<file path="src/rtl/ama_pkg.sv">
// Shared types and the one-bit cell behaviour for the approximate-LSB pipelined adder.
package ama_pkg;

    typedef enum logic [1:0] {
        AMA_EXACT    = 2'd0,
        AMA_INV_COUT = 2'd1,
        AMA_PASS     = 2'd2
    } ama_mode_e;

    // Returns {cout, sum}; any unlisted mode (including 3) behaves as the exact cell.
    function automatic logic [1:0] ama_cell_f(
        input logic       a,
        input logic       b,
        input logic       c,
        input logic [1:0] mode
    );
        logic maj;
        maj = (a & b) | (a & c) | (b & c);
        case (mode)
            AMA_INV_COUT: ama_cell_f = {maj, ~maj};
            AMA_PASS:     ama_cell_f = {a, b};
            default:      ama_cell_f = {maj, a ^ b ^ c};
        endcase
    endfunction

endpackage

</file>
<file path="src/rtl/ama_cell.sv">
// One-bit adder cell; APPR_EN statically selects whether the mode input is honoured.
module ama_cell
    import ama_pkg::*;
#(
    parameter bit APPR_EN = 1'b0
) (
    input  logic       i_a,
    input  logic       i_b,
    input  logic       i_c,
    input  logic [1:0] i_mode,
    output logic       o_s,
    output logic       o_co
);

    logic [1:0] w_mode;

    assign w_mode      = APPR_EN ? i_mode : 2'(AMA_EXACT);
    assign {o_co, o_s} = ama_cell_f(i_a, i_b, i_c, w_mode);

endmodule

</file>
<file path="src/rtl/ama_adder_pipe.sv">
// Pipelined adder with approximate LSB cells and a global-stall valid/ready handshake.
// Optional AMA_ERRSTAT_EN adds an exact shadow sum and an error counter (ERR_CLR/ERR_CNT).
module ama_adder_pipe
    import ama_pkg::*;
#(
    parameter int unsigned WIDTH     = 32,
    parameter int unsigned APPR_BITS = 8,
    parameter int unsigned STAGES    = 2
) (
    input  logic             CLK,
    input  logic             RST,
    input  logic             IN_VALID,
    output logic             IN_READY,
    input  logic [WIDTH-1:0] A,
    input  logic [WIDTH-1:0] B,
    input  logic             Cin,
    input  logic [1:0]       MODE,
    output logic             OUT_VALID,
    input  logic             OUT_READY,
    output logic [WIDTH-1:0] SUM,
    output logic             Cout
`ifdef AMA_ERRSTAT_EN
    ,
    input  logic             ERR_CLR,
    output logic [31:0]      ERR_CNT
`endif
);

    localparam int unsigned SEG = WIDTH / STAGES;

    logic                    w_adv;
    logic [WIDTH-1:0]        w_s;
    logic [WIDTH-1:0]        w_co;
    logic [STAGES-1:0]       w_vld;
    logic [STAGES-1:0]       w_cin;
    logic [STAGES-1:0][1:0]  w_mode;
    logic                    r_out_valid;
    logic                    r_cout;

    // Whole pipeline moves together; the input side is ready exactly when it moves.
    assign w_adv     = OUT_READY | ~r_out_valid;
    assign IN_READY  = w_adv;
    assign OUT_VALID = r_out_valid;
    assign Cout      = r_cout;

    assign w_vld[0]  = IN_VALID;
    assign w_cin[0]  = Cin;
    assign w_mode[0] = MODE;

    // Boundary registers between segment k-1 and segment k.
    for (genvar k = 1; k < STAGES; k++) begin : g_stage
        logic       r_vld;
        logic       r_cin;
        logic [1:0] r_mode;

        always_ff @(posedge CLK) begin
            if (RST) begin
                r_vld  <= 1'b0;
                r_cin  <= 1'b0;
                r_mode <= 2'd0;
            end else if (w_adv) begin
                r_vld  <= w_vld[k-1];
                r_cin  <= w_co[k*SEG-1];
                r_mode <= w_mode[k-1];
            end
        end

        assign w_vld[k]  = r_vld;
        assign w_cin[k]  = r_cin;
        assign w_mode[k] = r_mode;
    end

    // Per bit: delay operands to their segment, add, then delay the sum to the output.
    for (genvar i = 0; i < WIDTH; i++) begin : g_bit
        localparam int unsigned D = i / SEG;
        localparam int unsigned N = STAGES - D;

        logic         w_a;
        logic         w_b;
        logic         w_c;
        logic [N-1:0] r_s;

        if (D == 0) begin : g_nodly
            assign w_a = A[i];
            assign w_b = B[i];
        end else begin : g_dly
            logic [D-1:0] r_a;
            logic [D-1:0] r_b;

            always_ff @(posedge CLK) begin
                if (RST) begin
                    r_a <= '0;
                    r_b <= '0;
                end else if (w_adv) begin
                    r_a <= D'({r_a, A[i]});
                    r_b <= D'({r_b, B[i]});
                end
            end

            assign w_a = r_a[D-1];
            assign w_b = r_b[D-1];
        end

        if (i % SEG == 0) begin : g_cseg
            assign w_c = w_cin[D];
        end else begin : g_cchain
            assign w_c = w_co[i-1];
        end

        ama_cell #(
            .APPR_EN (i < APPR_BITS)
        ) u_cell (
            .i_a    (w_a),
            .i_b    (w_b),
            .i_c    (w_c),
            .i_mode (w_mode[D]),
            .o_s    (w_s[i]),
            .o_co   (w_co[i])
        );

        always_ff @(posedge CLK) begin
            if (RST) begin
                r_s <= '0;
            end else if (w_adv) begin
                r_s <= N'({r_s, w_s[i]});
            end
        end

        assign SUM[i] = r_s[N-1];
    end

    always_ff @(posedge CLK) begin
        if (RST) begin
            r_out_valid <= 1'b0;
            r_cout      <= 1'b0;
        end else if (w_adv) begin
            r_out_valid <= w_vld[STAGES-1];
            r_cout      <= w_co[WIDTH-1];
        end
    end

`ifdef AMA_ERRSTAT_EN
    localparam int unsigned SW  = WIDTH + 1;
    localparam int unsigned EXW = STAGES * SW;

    logic [SW-1:0]              w_exact;
    logic [STAGES-1:0][SW-1:0]  r_exact;
    logic [31:0]                r_err_cnt;

    assign w_exact = SW'(A) + SW'(B) + SW'(Cin);
    assign ERR_CNT = r_err_cnt;

    // Exact shadow travels in lockstep with the main pipeline.
    always_ff @(posedge CLK) begin
        if (RST) begin
            r_exact <= '0;
        end else if (w_adv) begin
            r_exact <= EXW'({r_exact, w_exact});
        end
    end

    always_ff @(posedge CLK) begin
        if (RST || ERR_CLR) begin
            r_err_cnt <= '0;
        end else if (r_out_valid && OUT_READY && ({r_cout, SUM} != r_exact[STAGES-1])
                     && (r_err_cnt != '1)) begin
            r_err_cnt <= r_err_cnt + 32'd1;
        end
    end
`endif

endmodule

</file>
<file path="config.mk">
export PLATFORM = sky130hd
export DESIGN_NAME = ama_adder_pipe
export DESIGN_NICKNAME = d
export VERILOG_FILES = /design/src/rtl/ama_pkg.sv /design/src/rtl/ama_cell.sv /design/src/rtl/ama_adder_pipe.sv
export SDC_FILE = /design/constraint.sdc
export NUM_CORES = 1
export LEC_CHECK = 0
export CAP_MARGIN = 30
export CORE_UTILIZATION = 45
export CTS_CLUSTER_SIZE = 25
export DETAILED_ROUTE_END_ITERATION = 12
export PLACE_DENSITY = 0.79
export SLEW_MARGIN = 30
export SYNTH_ARGS = -nofsm -noshare
export SYNTH_HDL_FRONTEND = slang
export SYNTH_SLANG_ARGS = --single-unit
</file>
<file path="constraint.sdc">
create_clock -name CLK -period 26.2 [get_ports CLK]
set_clock_uncertainty 0.15 [all_clocks]
set_input_delay 3.93 -clock CLK [delete_from_list [all_inputs] [get_ports CLK]]
set_output_delay 3.93 -clock CLK [all_outputs]
set_load 0.1 [all_outputs]
</file>
; ---- Word-level counts from Yosys, hierarchy flattened
; Cells that the tools add are included.
; W data, S select, Z words.
[totals]
wordCells = 312
register_bits = 84
latchBits = 0
ramBits = 0
romBits = 0
inputBits = 71
n_memories = 0
[op_classes]
n_mux = 8
n_reduce_logical = 0
div = 0
n_mul = 0
magnitude_cmp = 0
shift = 0
n_bitwise = 234
n_eq_ne = 2
add_sub_neg = 0
[op_table]
columns = operator, count
row1 = $and A1 B1 Y1, 96
row2 = $or A1 B1 Y1, 65
row3 = $xor A1 B1 Y1, 64
row4 = $pmux W2 S2, 8
row5 = $not A1 Y1, 9
row6 = $eq A2 B1 Y1 const B, 1
row7 = $eq A2 B2 Y1 const B, 1

; ---- Logic depth before layout (Yosys ltp)
; Gate-level depths: netlist of run 1.
[depth]
depth_word = 64
depth_mapped = 31

; ---- Cells and area by module
; A second synthesis of run 1 with hierarchy kept.
[unflattened]
hier_cells = 529
area_unflattened_um2 = 5205.0
[modules_own_cells]
columns = mod, area_per_inst_um2, n_inst, seq_area_each_um2, cells_each
row1 = ama_adder_pipe, 3971.3, 1, 1721.7, 401
row2 = ama_cell at g_bit[10].u_cell ..., 20.0, 24, 0.0, 1
row3 = ama_cell at g_bit[3].u_cell ..., 95.1, 5, 0.0, 13
row4 = ama_cell at g_bit[0].u_cell ..., 92.6, 3, 0.0, 13

; ---- Worst setup path before layout of run 1
; No wires, ideal clock.
[synth_timing]
path_kind = input to register
start = input MODE[0]
end = register g_bit[15].r_s[0]
setup_time_ps = 86
slack_ps = 13879
arrival_ps = 12085
stages = 30
cell_sequence = inv_1 ha_1 buf_2 clkbuf_1 nor2_1 o21ai_0 fa_1 a22o_1 fa_1 a22o_1 fa_1 a22o_1 fa_1 a22o_1 fa_1 a22o_1 fa_1 a22o_1 fa_1 a22o_1 fa_1 fa_1 fa_1 fa_1 fa_1 fa_1 fa_1 inv_1 fa_1 a211oi_1
[synth_via]
elab_chain_len = 52
[synth_rtl]
columns = element, line_no
row1 = start: declaration, ama_adder_pipe.sv:17  ; input logic [1:0] MODE,
row2 = $eq A2 B2 Y1 / $eq A2 B1 Y1 (equally long branches), ama_pkg.sv:19  ; case (mode)
row3 = $pmux W2 S2, ama_pkg.sv:19
row4 = $and A1 B1 Y1, ama_pkg.sv:18  ; maj = (a & b) | (a & c) | (b & c);
row5 = $or A1 B1 Y1 (2 in series), ama_pkg.sv:18
row6 = $pmux W2 S2, ama_pkg.sv:19
row7 = $and A1 B1 Y1, ama_pkg.sv:18
row8 = $or A1 B1 Y1 (2 in series), ama_pkg.sv:18
row9 = $pmux W2 S2, ama_pkg.sv:19
row10 = [... 34 more ...], n/a
row11 = $or A1 B1 Y1 *, ama_pkg.sv:18
row12 = $and A1 B1 Y1, ama_pkg.sv:18
row13 = $or A1 B1 Y1, ama_pkg.sv:18
row14 = $or A1 B1 Y1 *, ama_pkg.sv:18
row15 = $and A1 B1 Y1, ama_pkg.sv:18
row16 = $or A1 B1 Y1, ama_pkg.sv:18
row17 = $or A1 B1 Y1 *, ama_pkg.sv:18
row18 = $xor A1 B1 Y1 *, ama_pkg.sv:22  ; default: ama_cell_f = {maj, a ^ b ^ c};
row19 = end signal: assignment, ama_adder_pipe.sv:125  ; r_s <= N'({r_s, w_s[i]});
row20 = end: declaration, ama_adder_pipe.sv:81  ; logic [N-1:0] r_s;
; Mark *: on every way between the ends. The rest lies on a longest branch, timed or not.
; A chain may end at the register's enable or synchronous reset.

; ---- Worst setup path after layout of run 1
; Ends and elaborated chain as after synthesis.

==> results of run 1 <==
-- worst register-to-register path, cell delays in order (launching register included) --
cell and delay [ps]:
dfxtp_1 320, inv_1 70, fa_1 180, inv_1 60
fa_1 380, fa_1 410, fa_1 400, fa_1 390
fa_1 390, fa_1 390, fa_1 400, fa_1 410
fa_1 410, fa_1 410, fa_1 410, fa_1 410
fa_1 420, fa_1 380, inv_1 80, fa_1 400
a211oi_1 210
-- Yosys cell counts (all sizes together) --
| library cell | count | share of area |
|---|---|---|
| clkbuf | 12 | 0.011 |
| a211o | 1 | 0.0021 |
| inv | 16 | 0.015 |
| nor2b | 9 | 0.014 |
| a21oi | 71 | 0.086 |
| a221oi | 1 | 0.0021 |
| dfxtp | 84 | 0.41 |
| nor4 | 7 | 0.011 |
| or2 | 1 | 0.0015 |
| a22o | 7 | 0.015 |
| a2111oi | 7 | 0.017 |
| nor3b | 7 | 0.013 |
| ha | 2 | 0.0061 |
| o21ai | 1 | 0.0012 |
| nor2 | 15 | 0.014 |
| a211oi | 5 | 0.0091 |
| fa | 32 | 0.16 |
| buf | 53 | 0.090 |
| nand2 | 142 | 0.13 |
-- cells by family (layout without fill, tap and decap cells) --
family,count (synthesis),after routing,synth area share
AOI/OAI and AO/OA,93,93,0.133
adders and majority gates,34,34,0.162
buffers and inverters,81,140,0.116
DFF,84,84,0.408
and+or+nand+nor,181,181,0.182
-- worst paths after layout --
kind	startpoint	to	cells past startpoint
max reg2reg	g_bit[16].g_dly.r_a$_SDFFE_PP0P_	g_bit[31].r_s$_SDFFE_PP0P_	20
min reg2reg	g_bit[8].r_s[1]$_SDFFE_PP0P_	g_bit[8].r_s[1]$_SDFFE_PP0P_	2
max	MODE[0]	g_bit[15].r_s[0]$_SDFFE_PP0P_	30
min	g_bit[8].r_s[1]$_SDFFE_PP0P_	g_bit[8].r_s[1]$_SDFFE_PP0P_	2
-- power groups by stage --
stage / registers, µW / logic, µW / clock network [µW]
after floorplan: 149 / 72.7 / 0
after global placement: 149 / 92.8 / 0
after detailed placement: 149 / 94.6 / 0
after CTS: 146 / 95.0 / 108
after global routing: 148 / 101 / 114
final: 146 / 94.5 / 105
-- area by class of cell --
| cell class | instances | area, µm² |
|---|---|---|
| Tap cell | 108 | 135 |
| Fill cell | 787 | 3660 |
| Multi-Input combinational cell | 308 | 1970 |
| Inverter | 16 | 60.1 |
| Clock buffer | 11 | 151 |
| Timing Repair Buffer | 108 | 1060 |
| Clock inverter | 5 | 82.6 |
| Sequential cell | 84 | 1680 |
-- per-stage QoR --
stage          power (µW)  worst slack [ps]   util  cells
4_1_cts               350             13060  0.585    640
5_1_grt               363             12610  0.584    640
3_3_place_gp          241             12880  0.558    624
3_5_place_dp          244             12740  0.558    624
6_report              346             13020  0.584    640
2_1_floorplan         221             13880      -    473
-- metal layers --
| metal | part of all wire | global-route usage | up-vias |
|---|---|---|---|
| met3 | 0.055 | 0.0460 | 14 |
| met2 | 0.47 | 0.309 | 86 |
| met1 | 0.45 | 0.248 | 1524 |
| li1 | - | - | 1604 |
| met4 | 0.015 | 0.0688 | 0 |
| met5 | 0 | 0 | - |
-- flip-flops by register name, summed over array words and instances, names as in the netlist --
signal / count
g_bit.g_dly.r_b: 16
g_stage.r_vld: 1
OUT_VALID: 1
g_bit.g_dly.r_a: 16
Cout: 1
g_bit.w_c: 1
g_bit.r_s: 48
==> metrics.cfg, run 1 <==
[floorplan]
initial_utilization=0.468
core_area_um2=8810
die_y_um=97.7
boundaryPins=106
die_x_um=97.7
dieArea_um2=9550
placementRows=34

[yosys]
synth_area_per_cell_um2=8.71
synth-seq-area-share=0.408
ys_types=25
yosys_register_bits=84
synthCells=473
syn-num-nets=578
syn-cell-area_um2=4120
yosys_warnings=0

[layout]
mostFrequentLayoutCell=nand2_1
fin_area_um2=5140
area_growth_syn_to_layout_pct=24.8
finalNetCount=632
drive_gt1_frac=0.0451
n_antenna_cell=0
final_cell_mix=nand2_1 (142), clkdlybuf4s50_1 (103), dfxtp_1 (84)

[worst_hold_path]
hold_path_class=reg2reg

[power]
p_leak_uw=0.00208
p_comb_frac=0.273
ir_worst_vdd_mv=0.0225
p_sw_frac=0.331
p_clk_frac=0.304
sequentialPowerShare=0.422
internal-power_uw=231
p_switching_uw=114
p_per_area_nw_per_um2=67.2

[clock_tree]
numClockSinks=84
htreeDepth=3
post_cts.repair.setup_buffers=0
clk_pin_slew_ps=90
worstSkewPairLatency_ps=340
cts-root-buf=clkbuf_8
ctsResizeCount=0
ctsLongestPathBuffers=2
ctsHoldBuffers=0
cts_tree=yes
cts-buffers-inserted=9

[global_route]
antenna_found_initial=0
grt_pass1_wl_mm=14.6
grt_usage=0.190
grt_pass1_vias=3187
grt_max_degree=88
grt-ovfl-total=0

[placement]
numPortBuffers=105
place_hpwl_mm=5.96
routabilityCongestion=0.882
postPlaceCellArea_um2=4910

[setup_path]
worst_ep_arrival_time_ps=13280
slowest_stage=ha_1
start_kind=input pin
path_buf_inv=3
cp_top_family=adder cells
max_stage_delay_ps=620
crit_fanout=19
end_kind=flop
path_common_cell=fa_1
required_ps=26300
crit_type=in2reg
r2r_slack_ps=19050

[detailed_routing]
post_drt_wl_per_cell_um=13.6
viasPerCell=5.04
finalWirelength_mm=8.72
firstDrtPassIters=8
drtIter0Drc=106
via_count=3228
drtAntennaViolNets=0
drcViolationCount=16

[timing]
timing.fmax_mhz=75.9
max-slew-margin-rel=0.321
fin_crit_ps=13180
hold_ws_ps=302
report.final.slew_viol_count=0
hold_violations=0
setup_viol=0
post-route-period-util=0.503
fin_setup_tns_ps=0
rsz0062_at_grt=no
tightestPinTransition_ps=1020

[status]
violations=design-rule violations
status=complete, but fails checks

[job]
drv_cap=0

(Power assumes the default switching activity.)
==> inputs of run 2 (changes only) <==
- clock period: 26.2 -> 12.9 ns (I/O delays scaled with it)
==> run 2 against run 1 <==
Net effect: the run still ends with design-rule violations left; die area stayed put; combinational power is 100% higher; non-clock buffer count stayed put; flip-flop and latch count is the same; total power up 110%; global-route usage is 0.062 points lower; critical path type unchanged.
==> metrics.cfg, run 2 (synthesized netlist as in run 1, its figures left out) <==
[timing]
rsz0062_at_grt=no
report.final.slew_viol_count=0
hold_violations=0
setup_viol=0
fin_setup_tns_ps=0
tightestPinTransition_ps=1020
hold_ws_ps=300
post-route-period-util=0.867
fin_crit_ps=11180
timing.fmax_mhz=89.4
max-slew-margin-rel=0.321

[power]
p_comb_frac=0.267
ir_worst_vdd_mv=0.0562
p_switching_uw=232
p_clk_frac=0.318
p_per_area_nw_per_um2=139
p_leak_uw=0.00208
sequentialPowerShare=0.414
internal-power_uw=484
p_sw_frac=0.323

[layout]
area_growth_syn_to_layout_pct=25.1
fin_area_um2=5160
largest-register=g_bit.r_s
finalNetCount=632
drive_gt1_frac=0.0432
mostFrequentLayoutCell=nand2_1
reg_top3=g_bit.r_s: 48 flops, g_bit.g_dly.r_a: 16 flops, g_bit.g_dly.r_b: 16 flops
largest_register_ffs=48
final_cell_mix=nand2_1 (142), clkdlybuf4s50_1 (103), dfxtp_1 (84)
n_antenna_cell=0
fin_cells=640

[detailed_routing]
drtAntennaViolNets=0
drtIter0Drc=120
drcViolationCount=16
post_drt_wl_per_cell_um=13.5
via_count=3181
finalWirelength_mm=8.64
firstDrtPassIters=8
viasPerCell=4.97

[clock_tree]
cts-buffers-inserted=9
post_cts.repair.setup_buffers=0
numClockSinks=84
ctsLongestPathBuffers=2
ctsHoldBuffers=0
ctsResizeCount=0
cts-root-buf=clkbuf_8
cts_tree=yes
htreeDepth=3
clk_pin_slew_ps=80
worstSkewPairLatency_ps=350

[global_route]
antenna_found_initial=0
grt_usage=0.190
grt-ovfl-total=0
grt_max_degree=88
grt_pass1_wl_mm=14.4
grt_pass1_vias=3183

[floorplan]
die_x_um=97.7
dieArea_um2=9550
core_area_um2=8810
boundaryPins=106
die_y_um=97.7
placementRows=34
initial_utilization=0.468

[setup_path]
path_common_cell=fa_1
max_stage_delay_ps=610
r2r_slack_ps=5770
crit_type=in2reg
slowest_stage=ha_1
worst_ep_arrival_time_ps=11290
rr_endpoint=g_bit[31].r_s$_SDFFE_PP0P_
end_kind=flop
crit_fanout=19
critPathCapture=g_bit[15].r_s[0]$_SDFFE_PP0P_
start_kind=input pin
rr_startpoint=g_bit[16].g_dly.r_a$_SDFFE_PP0P_
required_ps=13010
cp-startpoint=MODE[0]
r2r_cells=20

[placement]
numPortBuffers=105
routabilityCongestion=0.882
place_hpwl_mm=6.04
postPlaceCellArea_um2=4910
place_inst=624

[status]
violations=design-rule violations
status=complete, but fails checks

[worst_hold_path]
hold_path_class=reg2reg

[job]
drv_cap=0

[run 2: cell count changes in the layout (fill, tap and decap cells not counted)]
cell	delta
clkbuf_2	+1
buf_2	-1
clkbuf_8	-1
clkinv_2	-1
bufinv_16	+1
clkbuf_1	+1
[run 2: worst min-delay path by stage]
stage	startpoint	endpoint	slack [ps]	depth (start not counted)
global route	g_bit[8].r_s[1]$_SDFFE_PP0P_	g_bit[8].r_s[1]$_SDFFE_PP0P_	320	2
detailed placement	g_bit[8].r_s[1]$_SDFFE_PP0P_	g_bit[8].r_s[1]$_SDFFE_PP0P_	290	2
CTS	g_bit[8].r_s[1]$_SDFFE_PP0P_	g_bit[8].r_s[1]$_SDFFE_PP0P_	300	2
floorplan	g_bit[16].g_dly.r_a$_SDFFE_PP0P_	g_bit[16].g_dly.r_a$_SDFFE_PP0P_	280	2
global placement	g_bit[17].r_s$_SDFFE_PP0P_	g_bit[17].r_s$_SDFFE_PP0P_	290	2
finish	g_bit[8].r_s[1]$_SDFFE_PP0P_	g_bit[8].r_s[1]$_SDFFE_PP0P_	300	2
[run 2: layout make-up]
cell class / count / area, µm²
flip-flops and latches: 84 / 1680
fillers: 799 / 3650
clock buffers: 11 / 141
clock inverters: 5 / 108
multi-input cells: 308 / 1970
repair buffers: 108 / 1060
well taps: 108 / 135
inverters: 16 / 60.1
[run 2: power by group through the flow]
stage / combinational, µW / clock, µW / sequential (µW)
floorplan: 148 / 0 / 302
global placement: 188 / 0 / 302
detailed placement: 192 / 0 / 303
CTS: 193 / 233 / 297
global route: 206 / 247 / 300
finish: 191 / 228 / 297
[run 2: metrics by stage]
stage          power (µW)   util  worst slack, ps
5_1_grt               753  0.586             1380
2_1_floorplan         450      -             2570
6_report              716  0.586             1720
3_5_place_dp          495  0.558             1420
3_3_place_gp          490  0.558             1580
4_1_cts               723  0.586             1750
[run 2: worst max-delay path, delay by kind of cell]
kind / cells / cell delay [ps]
adders and majority gates: 16 / 6440
AOI/OAI and AO/OA: 9 / 1930
buffers and inverters: 3 / 600
and+or+nand+nor: 2 / 370
[run 2: layer usage]
layer	routed length [µm]	vias up	GRT usage
met3	485	14	0.0446
met4	145	0	0.0804
li1	-	1600	-
met1	3800	1480	0.241
met2	4210	87	0.311
met5	0	-	0
